`src/rtl/axi_decerr_slave.sv`:
```
// axi_decerr_slave: default AXI4 slave answering every burst with DECERR, plus error counter and last faulting address
module axi_decerr_slave #(
   parameter int ID_WIDTH   = 4,
   parameter int ADDR_WIDTH = 32,
   parameter int DATA_WIDTH = 32
) (
   input  logic                    aclk,
   input  logic                    areset,
   input  logic [ID_WIDTH-1:0]     s_awid,
   input  logic [ADDR_WIDTH-1:0]   s_awaddr,
   input  logic [7:0]              s_awlen,
   input  logic                    s_awvalid,
   output logic                    s_awready,
   input  logic [DATA_WIDTH-1:0]   s_wdata,
   input  logic [DATA_WIDTH/8-1:0] s_wstrb,
   input  logic                    s_wlast,
   input  logic                    s_wvalid,
   output logic                    s_wready,
   output logic [ID_WIDTH-1:0]     s_bid,
   output logic [1:0]              s_bresp,
   output logic                    s_bvalid,
   input  logic                    s_bready,
   input  logic [ID_WIDTH-1:0]     s_arid,
   input  logic [ADDR_WIDTH-1:0]   s_araddr,
   input  logic [7:0]              s_arlen,
   input  logic                    s_arvalid,
   output logic                    s_arready,
   output logic [ID_WIDTH-1:0]     s_rid,
   output logic [DATA_WIDTH-1:0]   s_rdata,
   output logic [1:0]              s_rresp,
   output logic                    s_rlast,
   output logic                    s_rvalid,
   input  logic                    s_rready,
   output logic [15:0]             err_count,
   output logic [ADDR_WIDTH-1:0]   last_err_addr,
   output logic                    last_err_write
);
   localparam logic [0:0] R_IDLE = 1'd0;
   localparam logic [0:0] R_DATA = 1'd1;
   localparam logic [1:0] W_ADDR = 2'd0;
   localparam logic [1:0] W_DATA = 2'd1;
   localparam logic [1:0] W_RESP = 2'd2;
   logic [0:0]          r_state;
   logic [7:0]          r_cnt;
   logic [ID_WIDTH-1:0] r_id;
   logic [1:0]          w_state;
   logic [ID_WIDTH-1:0] w_id;
   logic                ar_hs, aw_hs;
   logic [16:0]         cnt_sum;
   logic                unused;
   // write data, burst length of writes and strobes carry no meaning for an error sink
   assign unused = ^{s_awlen, s_wdata, s_wstrb};
   assign s_arready = r_state == R_IDLE;
   assign s_rvalid  = r_state == R_DATA;
   assign s_rlast   = s_rvalid && r_cnt == 8'd0;
   assign s_rresp   = s_rvalid ? 2'b11 : 2'b00;
   assign s_rdata   = '0;
   assign s_rid     = r_id;
   assign s_awready = w_state == W_ADDR;
   assign s_wready  = w_state == W_DATA;
   assign s_bvalid  = w_state == W_RESP;
   assign s_bresp   = s_bvalid ? 2'b11 : 2'b00;
   assign s_bid     = w_id;
   assign ar_hs     = s_arvalid && s_arready;
   assign aw_hs     = s_awvalid && s_awready;
   assign cnt_sum   = {1'b0, err_count} + {15'd0, ar_hs} + {15'd0, aw_hs};
   always_ff @(posedge aclk) begin
      if (areset) begin
         r_state <= R_IDLE;
         r_cnt   <= '0;
         r_id    <= '0;
      end else if (r_state == R_IDLE) begin
         if (s_arvalid) begin
            r_state <= R_DATA;
            r_cnt   <= s_arlen;
            r_id    <= s_arid;
         end
      end else if (s_rready) begin
         r_cnt <= r_cnt - 8'd1;
         if (r_cnt == 8'd0) r_state <= R_IDLE;
      end
   end
   always_ff @(posedge aclk) begin
      if (areset) begin
         w_state <= W_ADDR;
         w_id    <= '0;
      end else if (w_state == W_ADDR && s_awvalid) begin
         w_state <= W_DATA;
         w_id    <= s_awid;
      end else if (w_state == W_DATA && s_wvalid && s_wlast) begin
         w_state <= W_RESP;
      end else if (w_state == W_RESP && s_bready) begin
         w_state <= W_ADDR;
      end
   end
   // write wins the address capture when both channels handshake together
   always_ff @(posedge aclk) begin
      if (areset) begin
         err_count      <= '0;
         last_err_addr  <= '0;
         last_err_write <= 1'b0;
      end else begin
         err_count <= cnt_sum[16] ? 16'hFFFF : cnt_sum[15:0];
         if (aw_hs) begin
            last_err_addr  <= s_awaddr;
            last_err_write <= 1'b1;
         end else if (ar_hs) begin
            last_err_addr  <= s_araddr;
            last_err_write <= 1'b0;
         end
      end
   end
endmodule

```
`config.mk`:
```
export PLATFORM = sky130hd
export DESIGN_NAME = axi_decerr_slave
export DESIGN_NICKNAME = d
export VERILOG_FILES = /design/src/rtl/axi_decerr_slave.sv
export SDC_FILE = /design/constraint.sdc
export NUM_CORES = 1
export LEC_CHECK = 0
export ABC_AREA = 0
export BUFFER_PORTS_ARGS = -buffer_cell sky130_fd_sc_hd__buf_2
export CAP_MARGIN = 10
export CELL_PAD_IN_SITES_DETAIL_PLACEMENT = 1
export CELL_PAD_IN_SITES_GLOBAL_PLACEMENT = 1
export CORE_ASPECT_RATIO = 1.25
export CORE_MARGIN = 4
export CORE_UTILIZATION = 25
export CTS_CLUSTER_SIZE = 10
export DETAILED_ROUTE_END_ITERATION = 8
export PLACE_DENSITY_LB_ADDON = 0.1
export SLEW_MARGIN = 10
export SYNTH_ARGS = -nofsm -noshare
export SYNTH_HDL_FRONTEND = slang
export SYNTH_SLANG_ARGS = --single-unit
```
`constraint.sdc`:
```
create_clock -name aclk -period 2.4 [get_ports aclk]
set_input_delay 0.36 -clock aclk [delete_from_list [all_inputs] [get_ports aclk]]
set_output_delay 0.36 -clock aclk [all_outputs]
set_load 0.01 [all_outputs]
```
==> flow_summary_export.csv, run 1 <==
group,metric,value,unit
finish,fill_cells,1656,
die,core,0.01323,mm2
worst_setup_path,crit_chain,"nor2_4 -> nand2_2 -> xnor2_4 -> ha_4 -> or2_2 -> ha_2 -> nand3_2 -> nor4_4 -> buf_4 -> a31o_2 -> a31oi_1",
power,p_per_area,687.4,mW/mm2
synth,synth_ff_type,"dfxtp_1",
sta,finalSetupTns,0,ps
power,p_clk_share,39.7,%
grt,top_usage_layer,"met2",
sta,setup_ws,240.1,ps
sta,hold_viol_final,0,
routing,ant_nets,0,
synth,synth_area_leaders,"dfxtp_1, nand2_1, a311oi_1, buf_4, nor2_1",
placement,dpl.cell_count,727,
grt,grt_pass1_wl,17990,um
worst_setup_path,cpMaxStageDelayCell,"dfxtp_1",
synth,syn_area,0.003376,mm2
finish,final_common_cell,"buf_2",
die,std_cell_rows,47,
flow_run,cap_viol_max_count,0,
grt,grt_max_degree,71,
clocking,cts.path.max_buffers,2,
finish,nets,703,
worst_setup_path,crit_cells,11,
synth,synth_top_area_share,40.33,%
die,die_h,137.9,um
clocking,cts_resized,0,
die,initial_core_util,25.51,%
power,internal-power,2.215,mW
routing,routed_wl,11660,um
placement,dpl.hpwl,8444,um
die,io_pins,231,
grt,track_usage,14.54,%
hold_path,hold_path_class,"primary input to flip-flop",
power,pwr-share-seq,41.5,%
sta,max_clock_freq,0.4630,GHz
clocking,clock-sinks,68,
grt,use_met3,4.452,%
synth,ys_types,49,
synth,synthArstFlopShare,0,%
sta,finalSetupViolCount,0,
sta,report.final.slew_viol_count,0,
clocking,insertion_delay,330,ps
placement,pre_cts_slack,140.5,ps
worst_setup_path,reg2reg_depth,11,
synth,synth_edf_count,0,
power,power,3.109,mW
worst_setup_path,critPathBufInv,1,
routing,drc,0,
worst_setup_path,startpoint_type,"flip-flop",
grt,use_met2,26.07,%
power,pwr-share-comb,18.8,%
sta,period_needed,2160,ps
clocking,cts-buffers-inserted,9,
power,power_switching,0.8938,mW
placement,place.gp.congestion,0.7335,
sta,finalCritPeriodShare,90.00,%
clocking,cts_tree,"built",
power,vdd_drop_max,0.0002572,V
sta,worst_pin_slew,768.9,ps
die,die_w,111.9,um
worst_setup_path,reg2reg_to,"err_count[14]",
finish,fin_cells,743,
routing,first_pass_iters,4,
worst_setup_path,critPathCapture,"err_count[14]",
synth,synth_area_per_cell,8.018,um2
grt,grt_pass1_vias,3629,
power,switching_share,28.75,%
worst_setup_path,end_kind,"flip-flop",
power,p_leak,2.104,nW
synth,synthCells,421,
finish,drive_above_1_share,33.80,%
worst_setup_path,critPathMaxStageDelay,350,ps
finish,syn2layout_area_growth,33.99,%
sta,rsz0062_at_grt,"no",
grt,grt_use_met1,15.71,%
finish,final_cell_mix,"buf_2, nand2_1, dfxtp_1",
worst_setup_path,cp.arrival,2420,ps
grt,overflow,0,
synth,synth_area_leader_cell,"dfxtp_1",
synth,ys_seq_elements,68,
routing,drt_first_iter_violations,107,
clocking,clk_pin_slew,60,ps
outcome,run_status,"completed",
clocking,cts_root_buf,"clkbuf_16",
sta,slew_headroom,48.74,%
worst_setup_path,critPathMaxFanout,4,
synth,ys_seq_area_share,40.33,%
die,dieArea,0.01544,mm2
placement,port_buffers,154,
worst_setup_path,r2r_slack,240,ps
clocking,cts_max_level,3,
worst_setup_path,required,2660,ps
worst_setup_path,crit_family,"simple AND/OR/NAND/NOR gates",
worst_setup_path,cp-startpoint,"w_state[1]",
grt,antenna_found_initial,1,
worst_setup_path,worstReg2RegStart,"w_state[1]",
worst_setup_path,critPathKind,"flip-flop to flip-flop",
finish,final_util,34.18,%
clocking,cts_setup_buffers,0,
routing,num_vias,3497,
synth,yosys_warnings,0,
routing,viasPerCell,4.707,
sta,finalClockSkew,7.374,ps
routing,post_drt_wl_per_cell,15.69,um
[worst register-to-register path, stage by stage (launching register included)]
cell	delay, ps
dfxtp_1	350
nor2_4	130
nand2_2	110
xnor2_4	150
ha_4	170
or2_2	290
ha_2	210
nand3_2	110
nor4_4	60
buf_4	150
a31o_2	230
a31oi_1	140
[synth_stat cells, drive strengths merged, types with 2 or more instances]
cell type,n
a21oi,22
and4b,2
nor2,50
nor2b,2
a31oi,7
nand2b,2
nand3,9
nor3,5
nor4,3
o21ai,9
ha,4
and2,2
inv,10
and3,3
nand2,84
o311a,2
xnor2,5
a311oi,32
or3,3
a211oi,2
mux2i,4
buf,45
clkbuf,18
xor2,6
nand4,3
a21o,2
o211ai,3
dfxtp,68
[sequential cells by signal (all words and copies together) (netlist names)]
| register | flops |
|---|---|
| last_err_write | 1 |
| s_bid | 4 |
| r_cnt | 8 |
| err_count | 16 |
| w_state | 2 |
| last_err_addr | 32 |
| s_rvalid | 1 |
| s_rid | 4 |
[layer usage]
metal	wire [um]	share of wire, %	vias to the layer above
met1	4557	39	1669
met5	18	0.15	-
li1	-	-	1690
met3	809	6.9	23
met2	5994	51	113
met4	280	2.4	2
[how the worst min path moves through the flow]
stage              start        to  cells past startpoint
6_report       s_awid[3]  s_bid[3]                      3
5_1_grt        s_arid[2]  s_rid[2]                      3
4_1_cts        s_awid[3]  s_bid[3]                      3
3_5_place_dp    s_rid[0]  s_rid[0]                      2
3_3_place_gp    s_rid[1]  s_rid[1]                      2
2_1_floorplan   r_cnt[4]  r_cnt[4]                      2
[what timing repair did]
action,CTS,global route
endpoints found under the hold margin,0,0
hold buffers,0,0
setup endpoints to repair,0,2
[through the flow]
stage               hold WS [ps]  cell area [um2]
global placement           440.8             4250
detailed placement         448.2             4250
CTS                        241.3             4521
floorplan                  469.1             3553
finish                     259.5             4523
global route               265.4             4521
[layout make-up]
cell class | instances | area [um2] | share of cell area (%)
Antenna cell | 1 | 2.502 | 0.05533
Clock buffer | 13 | 260.3 | 5.754
Clock inverter | 2 | 10.01 | 0.2213
Inverter | 11 | 41.29 | 0.9129
Multi-Input combinational cell | 310 | 1753 | 38.76
Sequential cell | 68 | 1361 | 30.10
Tap cell | 171 | 214.0 | 4.730
Timing Repair Buffer | 167 | 880.8 | 19.47
[cell families (layout without fill, tap and decap cells)]
family | Yosys count | count (layout) | synth area share (%)
other | 1 | 33 | 0.1111
AOI/OAI and AO/OA | 84 | 84 | 18.05
and+or+nand+nor | 175 | 175 | 23.28
buffers and inverters | 74 | 193 | 12.71
xor gates and xnor gates | 11 | 11 | 2.854
DFF | 68 | 68 | 40.33
adders and majority gates | 4 | 4 | 1.483
muxes | 4 | 4 | 1.186
[power groups by stage]
| stage | combinational [mW] | clock, mW | sequential (mW) |
|---|---|---|---|
| final | 0.586 | 1.23 | 1.29 |
| after floorplan | 0.364 | 0 | 1.34 |
| after global routing | 0.659 | 1.33 | 1.30 |
| after global placement | 0.585 | 0 | 1.31 |
| after CTS | 0.601 | 1.29 | 1.29 |
| after detailed placement | 0.600 | 0 | 1.31 |
Note: power is estimated with default switching activity, not from simulation.
==> inputs of run 2 (changes only) <==
--- a/config.mk
+++ b/config.mk
@@ -12,7 +12,8 @@
 export CELL_PAD_IN_SITES_GLOBAL_PLACEMENT = 1
 export CORE_ASPECT_RATIO = 1.25
 export CORE_MARGIN = 4
-export CORE_UTILIZATION = 25
+export CORE_UTILIZATION = 26
+export CTS_BUF_LIST = sky130_fd_sc_hd__clkbuf_2
 export CTS_CLUSTER_SIZE = 10
 export DETAILED_ROUTE_END_ITERATION = 8
 export PLACE_DENSITY_LB_ADDON = 0.1
==> run 2 against run 1 <==
  * Power fell by 18%
  * Setup slack worse by 84 ps
  * Die area shrank 3.6%
  * Sequential power about the same
  * Wire length is 3.5% lower
  * Clock power is 46% lower
  * Final area decreased by 3.6%
  * Maximum frequency is 3.8% lower
  * Non-clock buffer count is 1 lower
  * Critical path depth decreased by 7
  * Flip-flop and latch count did not move
  * Via count decreased by 2.0%
  * Critical endpoint is now s_rlast
==> flow_summary_export.csv, run 2 (synthesized netlist as in run 1, its figures left out) <==
group,metric,value,unit
worst_setup_path,crit_cells,4,
sta,hold_viol_final,0,
sta,finalCritPeriodShare,93.51,%
worst_setup_path,crit_chain,"or4_4 -> nor2_1 -> and4b_1 -> buf_2",
routing,drt_first_iter_violations,84,
outcome,run_status,"completed",
routing,viasPerCell,4.630,
finish,top_register,"last_err_addr",
clocking,cts_max_level,3,
grt,use_met2,26.69,%
sta,period_needed,2244,ps
worst_setup_path,end_kind,"primary output",
worst_setup_path,critPathBufInv,1,
worst_setup_path,r2r_slack,260,ps
worst_setup_path,cpMaxStageDelayCell,"or4_4",
die,core,0.01272,mm2
grt,top_usage_layer,"met2",
routing,drc,0,
placement,port_buffers,154,
finish,largest_reg_flops,32,
grt,grt_pass1_wl,17710,um
hold_path,hold_path_class,"primary input to flip-flop",
sta,finalSetupTns,0,ps
worst_setup_path,startpoint_type,"flip-flop",
routing,num_vias,3426,
routing,ant_nets,0,
finish,syn2layout_area_growth,29.21,%
grt,grt_max_degree,71,
finish,final_common_cell,"buf_2",
grt,grt_use_met1,17.05,%
worst_setup_path,worstReg2RegStart,"w_state[1]",
sta,report.final.slew_viol_count,0,
power,p_leak,2.044,nW
grt,grt_pass1_vias,3533,
die,io_pins,231,
placement,place.gp.congestion,0.7205,
sta,slew_headroom,49.71,%
sta,finalSetupViolCount,0,
sta,fin_hold_ws,79.27,ps
sta,finalClockSkew,17.00,ps
clocking,insertion_delay,490,ps
flow_run,cap_viol_max_count,0,
clocking,clk_pin_slew,190,ps
worst_setup_path,required,2040,ps
die,die_w,109.9,um
placement,dpl.hpwl,8177,um
sta,max_clock_freq,0.4456,GHz
sta,worst_pin_slew,754.4,ps
worst_setup_path,crit_family,"simple AND/OR/NAND/NOR gates",
finish,biggestRegsByFlops,"last_err_addr x32, err_count x16, r_cnt x8",
grt,track_usage,15.20,%
grt,antenna_found_initial,0,
power,power,2.541,mW
clocking,cts_root_buf,"clkbuf_2",
finish,drive_above_1_share,34.15,%
clocking,clock-sinks,68,
finish,fill_cells,1586,
die,dieArea,0.01488,mm2
sta,rsz0062_at_grt,"no",
worst_setup_path,critPathMaxStageDelay,560,ps
worst_setup_path,reg2reg_to,"err_count[0]",
routing,routed_wl,11250,um
finish,nets,702,
finish,final_cell_mix,"buf_2, nand2_1, dfxtp_1",
power,p_per_area,582.6,mW/mm2
worst_setup_path,cp-startpoint,"r_cnt[4]",
die,std_cell_rows,46,
die,die_h,135.4,um
clocking,cts_hold_buf,0,
grt,overflow,0,
worst_setup_path,critPathCapture,"s_rlast",
worst_setup_path,critPathMaxFanout,4,
power,vdd_drop_max,0.0002579,V
grt,use_met3,4.721,%
routing,post_drt_wl_per_cell,15.20,um
die,initial_core_util,26.54,%
routing,first_pass_iters,5,
worst_setup_path,cp.arrival,1880,ps
worst_setup_path,reg2reg_depth,11,
clocking,cts-buffers-inserted,9,
worst_setup_path,critPathKind,"flip-flop to primary output",
clocking,cts.path.max_buffers,2,
clocking,cts_tree,"built",
## run 2: how the worst min path moves through the flow
stage                endpoint      startpoint  cells after the start  slack [ps]
6_report             s_rid[1]       s_arid[1]                      3          80
5_1_grt              s_rid[1]       s_arid[1]                      3          20
4_1_cts              s_rid[1]       s_arid[1]                      3           4
3_5_place_dp         s_rid[0]        s_rid[0]                      2         450
3_3_place_gp   last_err_write  last_err_write                      2         440
2_1_floorplan        r_cnt[4]        r_cnt[4]                      2         470
## run 2: metal layers
metal | wire (um) | up-vias | share of wire, %
met5 | 0 | - | 0
met3 | 856 | 12 | 7.6
li1 | - | 1684 | -
met1 | 4367 | 1617 | 39
met4 | 210 | 0 | 1.9
met2 | 5816 | 113 | 52
## run 2: layout make-up
type | count | area (um2) | area share, %
flip-flops and latches | 68 | 1363 | 31.24
inverters | 11 | 41.29 | 0.9466
clock inverters | 3 | 37.54 | 0.8606
repair buffers | 166 | 885.9 | 20.31
well taps | 168 | 210.2 | 4.819
multi-input cells | 310 | 1757 | 40.28
diodes | 1 | 2.502 | 0.05737
clock buffers | 13 | 65.06 | 1.492
## run 2: through the flow
step / instance area (um2) / cells / util (%) / setup WS, ps
global placement: 4252 / 723 / 33.43 / 220.8
detailed placement: 4252 / 723 / 33.43 / 200.4
CTS: 4358 / 739 / 34.26 / 51.37
finish: 4362 / 740 / 34.29 / 155.7
global route: 4359 / 739 / 34.27 / 14.07
floorplan: 3553 / 452 / - / 11.15
## run 2: what timing repair did
action / 4_1_cts / 5_1_grt
pin swaps: 0 / 1
endpoints found under the setup margin: 1 / 8
resized for setup: 1 / 1
setup buffers: 0 / 0
endpoints found under the hold margin: 0 / 0
## run 2: worst register-to-register path: stages, from the launching register on
cell and delay (ps):
dfxtp_1 380, nor2_4 120, nand2_2 100, xnor2_4 170, ha_4 150, or2_2 100, ha_2 170, nand3_2 130
nor4_4 300, nand3_2 170, buf_12 180, a21oi_1 130
## run 2: power by group
part	total (mW)	switching, mW	internal [mW]	leakage (nW)
clock network	0.664	0.411	0.253	0.0713
registers	1.29	0.0654	1.22	0.561
logic	0.591	0.339	0.251	1.41
==> inputs of run 3 (changes only) <==
--- a/config.mk
+++ b/config.mk
@@ -5,7 +5,7 @@
 export SDC_FILE = /design/constraint.sdc
 export NUM_CORES = 1
 export LEC_CHECK = 0
-export ABC_AREA = 0
+export ABC_AREA = 1
 export BUFFER_PORTS_ARGS = -buffer_cell sky130_fd_sc_hd__buf_2
 export CAP_MARGIN = 10
 export CELL_PAD_IN_SITES_DETAIL_PLACEMENT = 1
==> run 3 against run 2 <==
  * Wire length increased by 11%
  * Core utilization decreased by 0.19 points
  * Clock-buffer cell count decreased by 2
  * Critical path depth increased by 12
  * Worst hold slack got worse by 10 ps
  * Via count increased by 11%
  * Maximum frequency increased by 4.5%
  * Critical endpoint is now err_count[7]
==> flow_summary_export.csv, run 3 <==
group,metric,value,unit
grt,track_usage,15.85,%
worst_setup_path,startpoint_type,"flip-flop",
clocking,cts_root_buf,"clkbuf_2",
sta,rsz0062_at_grt,"no",
sta,slew_headroom,40.28,%
clocking,cts_tree,"built",
sta,setup_ws,252.8,ps
grt,grt_pass1_wl,20070,um
die,die_w,112.8,um
synth,synth_edf_count,0,
finish,syn2layout_area_growth,27.47,%
synth,yosys_warnings,0,
clocking,clock-sinks,68,
synth,ys_seq_area_share,38.12,%
worst_setup_path,critPathMaxStageDelay,390,ps
synth,synthArstFlopShare,0,%
power,power,2.605,mW
finish,final_cell_mix,"buf_2, nand2_1, dfxtp_1",
synth,synth_ff_type,"dfxtp_1",
synth,synth_area_leader_cell,"dfxtp_1",
sta,hold_viol_final,0,
clocking,insertion_delay,520,ps
worst_setup_path,critPathMaxFanout,10,
die,initial_core_util,26.75,%
synth,syn_area,0.003571,mm2
sta,finalSetupTns,0,ps
synth,synth_area_leaders,"dfxtp_1, nand2_1, buf_4, a31oi_1, o21ai_0",
sta,finalClockSkew,25.69,ps
synth,synth_top_area_share,38.12,%
clocking,clk_pin_slew,200,ps
sta,max_clock_freq,0.4657,GHz
clocking,cts-buffers-inserted,9,
finish,seq_area,0.001364,mm2
flow_run,cap_viol_max_count,0,
sta,finalSetupViolCount,0,
finish,biggestRegsByFlops,"last_err_addr x32, err_count x16, r_cnt x8",
die,io_pins,231,
synth,synthCells,505,
routing,post_drt_wl_per_cell,15.02,um
sta,period_needed,2147,ps
routing,ant_nets,0,
synth,ys_seq_elements,68,
die,dieArea,0.01568,mm2
die,core,0.01335,mm2
placement,dpl.hpwl,9168,um
synth,post-synth-top-count-cell,"nand2_1",
worst_setup_path,critPathBufInv,4,
routing,wl_met2,6435,um
grt,grt_pass1_vias,3960,
synth,synth_area_per_cell,7.071,um2
finish,nets,792,
die,die_h,139.0,um
routing,viasPerCell,4.541,
finish,top_register,"last_err_addr",
routing,drt_first_iter_violations,121,
routing,highest_layer,"met5",
worst_setup_path,required,2870,ps
worst_setup_path,critPathKind,"flip-flop to flip-flop",
routing,wl_met3,650,um
routing,wl_met1,5037,um
grt,overflow,0,
sta,report.final.slew_viol_count,0,
placement,place.gp.congestion,0.7580,
worst_setup_path,cpMaxStageDelayCell,"dfxtp_2",
routing,num_vias,3787,
finish,fill_cells,1766,
synth,ys_top_cells_by_count,"nand2_1, dfxtp_1, nor2_1, buf_4, o21ai_0",
outcome,run_status,"completed",
power,p_per_area,572.2,mW/mm2
finish,largest_reg_flops,32,
routing,first_pass_iters,6,
clocking,cts_max_level,3,
placement,port_buffers,154,
placement,pre_cts_slack,160.5,ps
sta,worst_pin_slew,894.5,ps
die,std_cell_rows,47,
power,p_leak,2.259,nW
worst_setup_path,crit_family,"simple AND/OR/NAND/NOR gates",
power,vdd_drop_max,0.0002213,V
routing,routed_wl,12530,um
grt,antenna_found_initial,3,
sta,finalCritPeriodShare,89.47,%
worst_setup_path,cp.arrival,2620,ps
clocking,cts.path.max_buffers,2,
finish,multi_input_area,0.001767,mm2
synth,ys_types,32,
finish,drive_above_1_share,32.07,%
grt,grt_max_degree,72,
routing,drc,0,
worst_setup_path,end_kind,"flip-flop",
sta,fin_hold_ws,68.79,ps
finish,final_common_cell,"buf_2",
worst_setup_path,crit_chain,"nor2_4 -> nand2_2 -> xor2_1 -> inv_1 -> ha_1 -> inv_1 -> nand2_2 -> ha_2 -> nand2_1 -> nor2_2 -> nand2_2 -> clkinv_2 -> nand3_4 -> nand3_1 -> nand2_1 -> inv_1",
hold_path,hold_path_class,"primary input to flip-flop",
==> run 3: cell types whose count changed in the layout (fill, tap and decap cells not counted), sizes merged, moves of 7 or more <==
cell         delta
a311oi         -32
dlygate4sd3     +7
o21ai          +40
nand3          +23
a31oi          +23
nand2          +42
inv            +36
==> run 3: kinds of logic after synthesis <==
family          count (synthesis)  synth area share, %
compound gates                104                16.08
xor+xnor                        6                1.472
fa+ha+maj                       4                1.402
buf+inv                       108                15.87
flops                          68                38.12
other cells                     1               0.1050
simple gates                  214                26.94
==> run 3: layout make-up <==
class	count	area share, %
antenna	2	0.1100
inverter	48	3.986
tap	171	4.700
sequential	68	29.96
clock buffer	11	1.209
multi-input combinational	360	38.81
clock inverter	5	1.154
timing repair buffer	169	20.07
==> run 3: worst paths after layout <==
check,from,endpoint,slack (ps),cells past startpoint
max,w_state[0],err_count[7],250,16
min,s_arid[1],s_rid[1],70,3
max reg2reg,w_state[0],err_count[7],250,16
min reg2reg,last_err_write,last_err_write,480,2
==> run 3: through the flow <==
stage          utilization (%)  cell area [um2]  std cells
2_1_floorplan                -             3687        536
3_3_place_gp             32.64             4357        808
3_5_place_dp             32.64             4357        808
4_1_cts                  33.97             4534        831
5_1_grt                  34.10             4552        834
6_report                 34.10             4552        834
==> run 3: worst register-to-register path: stages, from the launching register on <==
cell and delay (ps):
dfxtp_2 390, nor2_4 140, nand2_2 70, xor2_1 140, inv_1 60, ha_1 140
inv_1 50, nand2_2 70, ha_2 220, nand2_1 120, nor2_2 160, nand2_2 90
clkinv_2 80, nand3_4 140, nand3_1 130, nand2_1 50, inv_1 70
==> run 3: per-layer routing <==
layer / GRT usage, % / vias up
met3: 2.663 / 24
met1: 17.83 / 1766
met5: 0 / -
met4: 7.278 / 2
li1: - / 1882
met2: 28.75 / 113
==> run 3: report_power, final <==
part / internal (mW) / total (mW) / switching (mW)
sequential: 1.22 / 1.28 / 0.0548
clock: 0.244 / 0.690 / 0.446
combinational: 0.247 / 0.635 / 0.388
total: 1.72 / 2.60 / 0.888
==> run 3: timing repair <==
action	CTS	global route
hold endpoints to repair	7	0
setup endpoints to repair	0	10
hold buffers	7	0
gates resized for setup	0	3
setup buffers	0	1
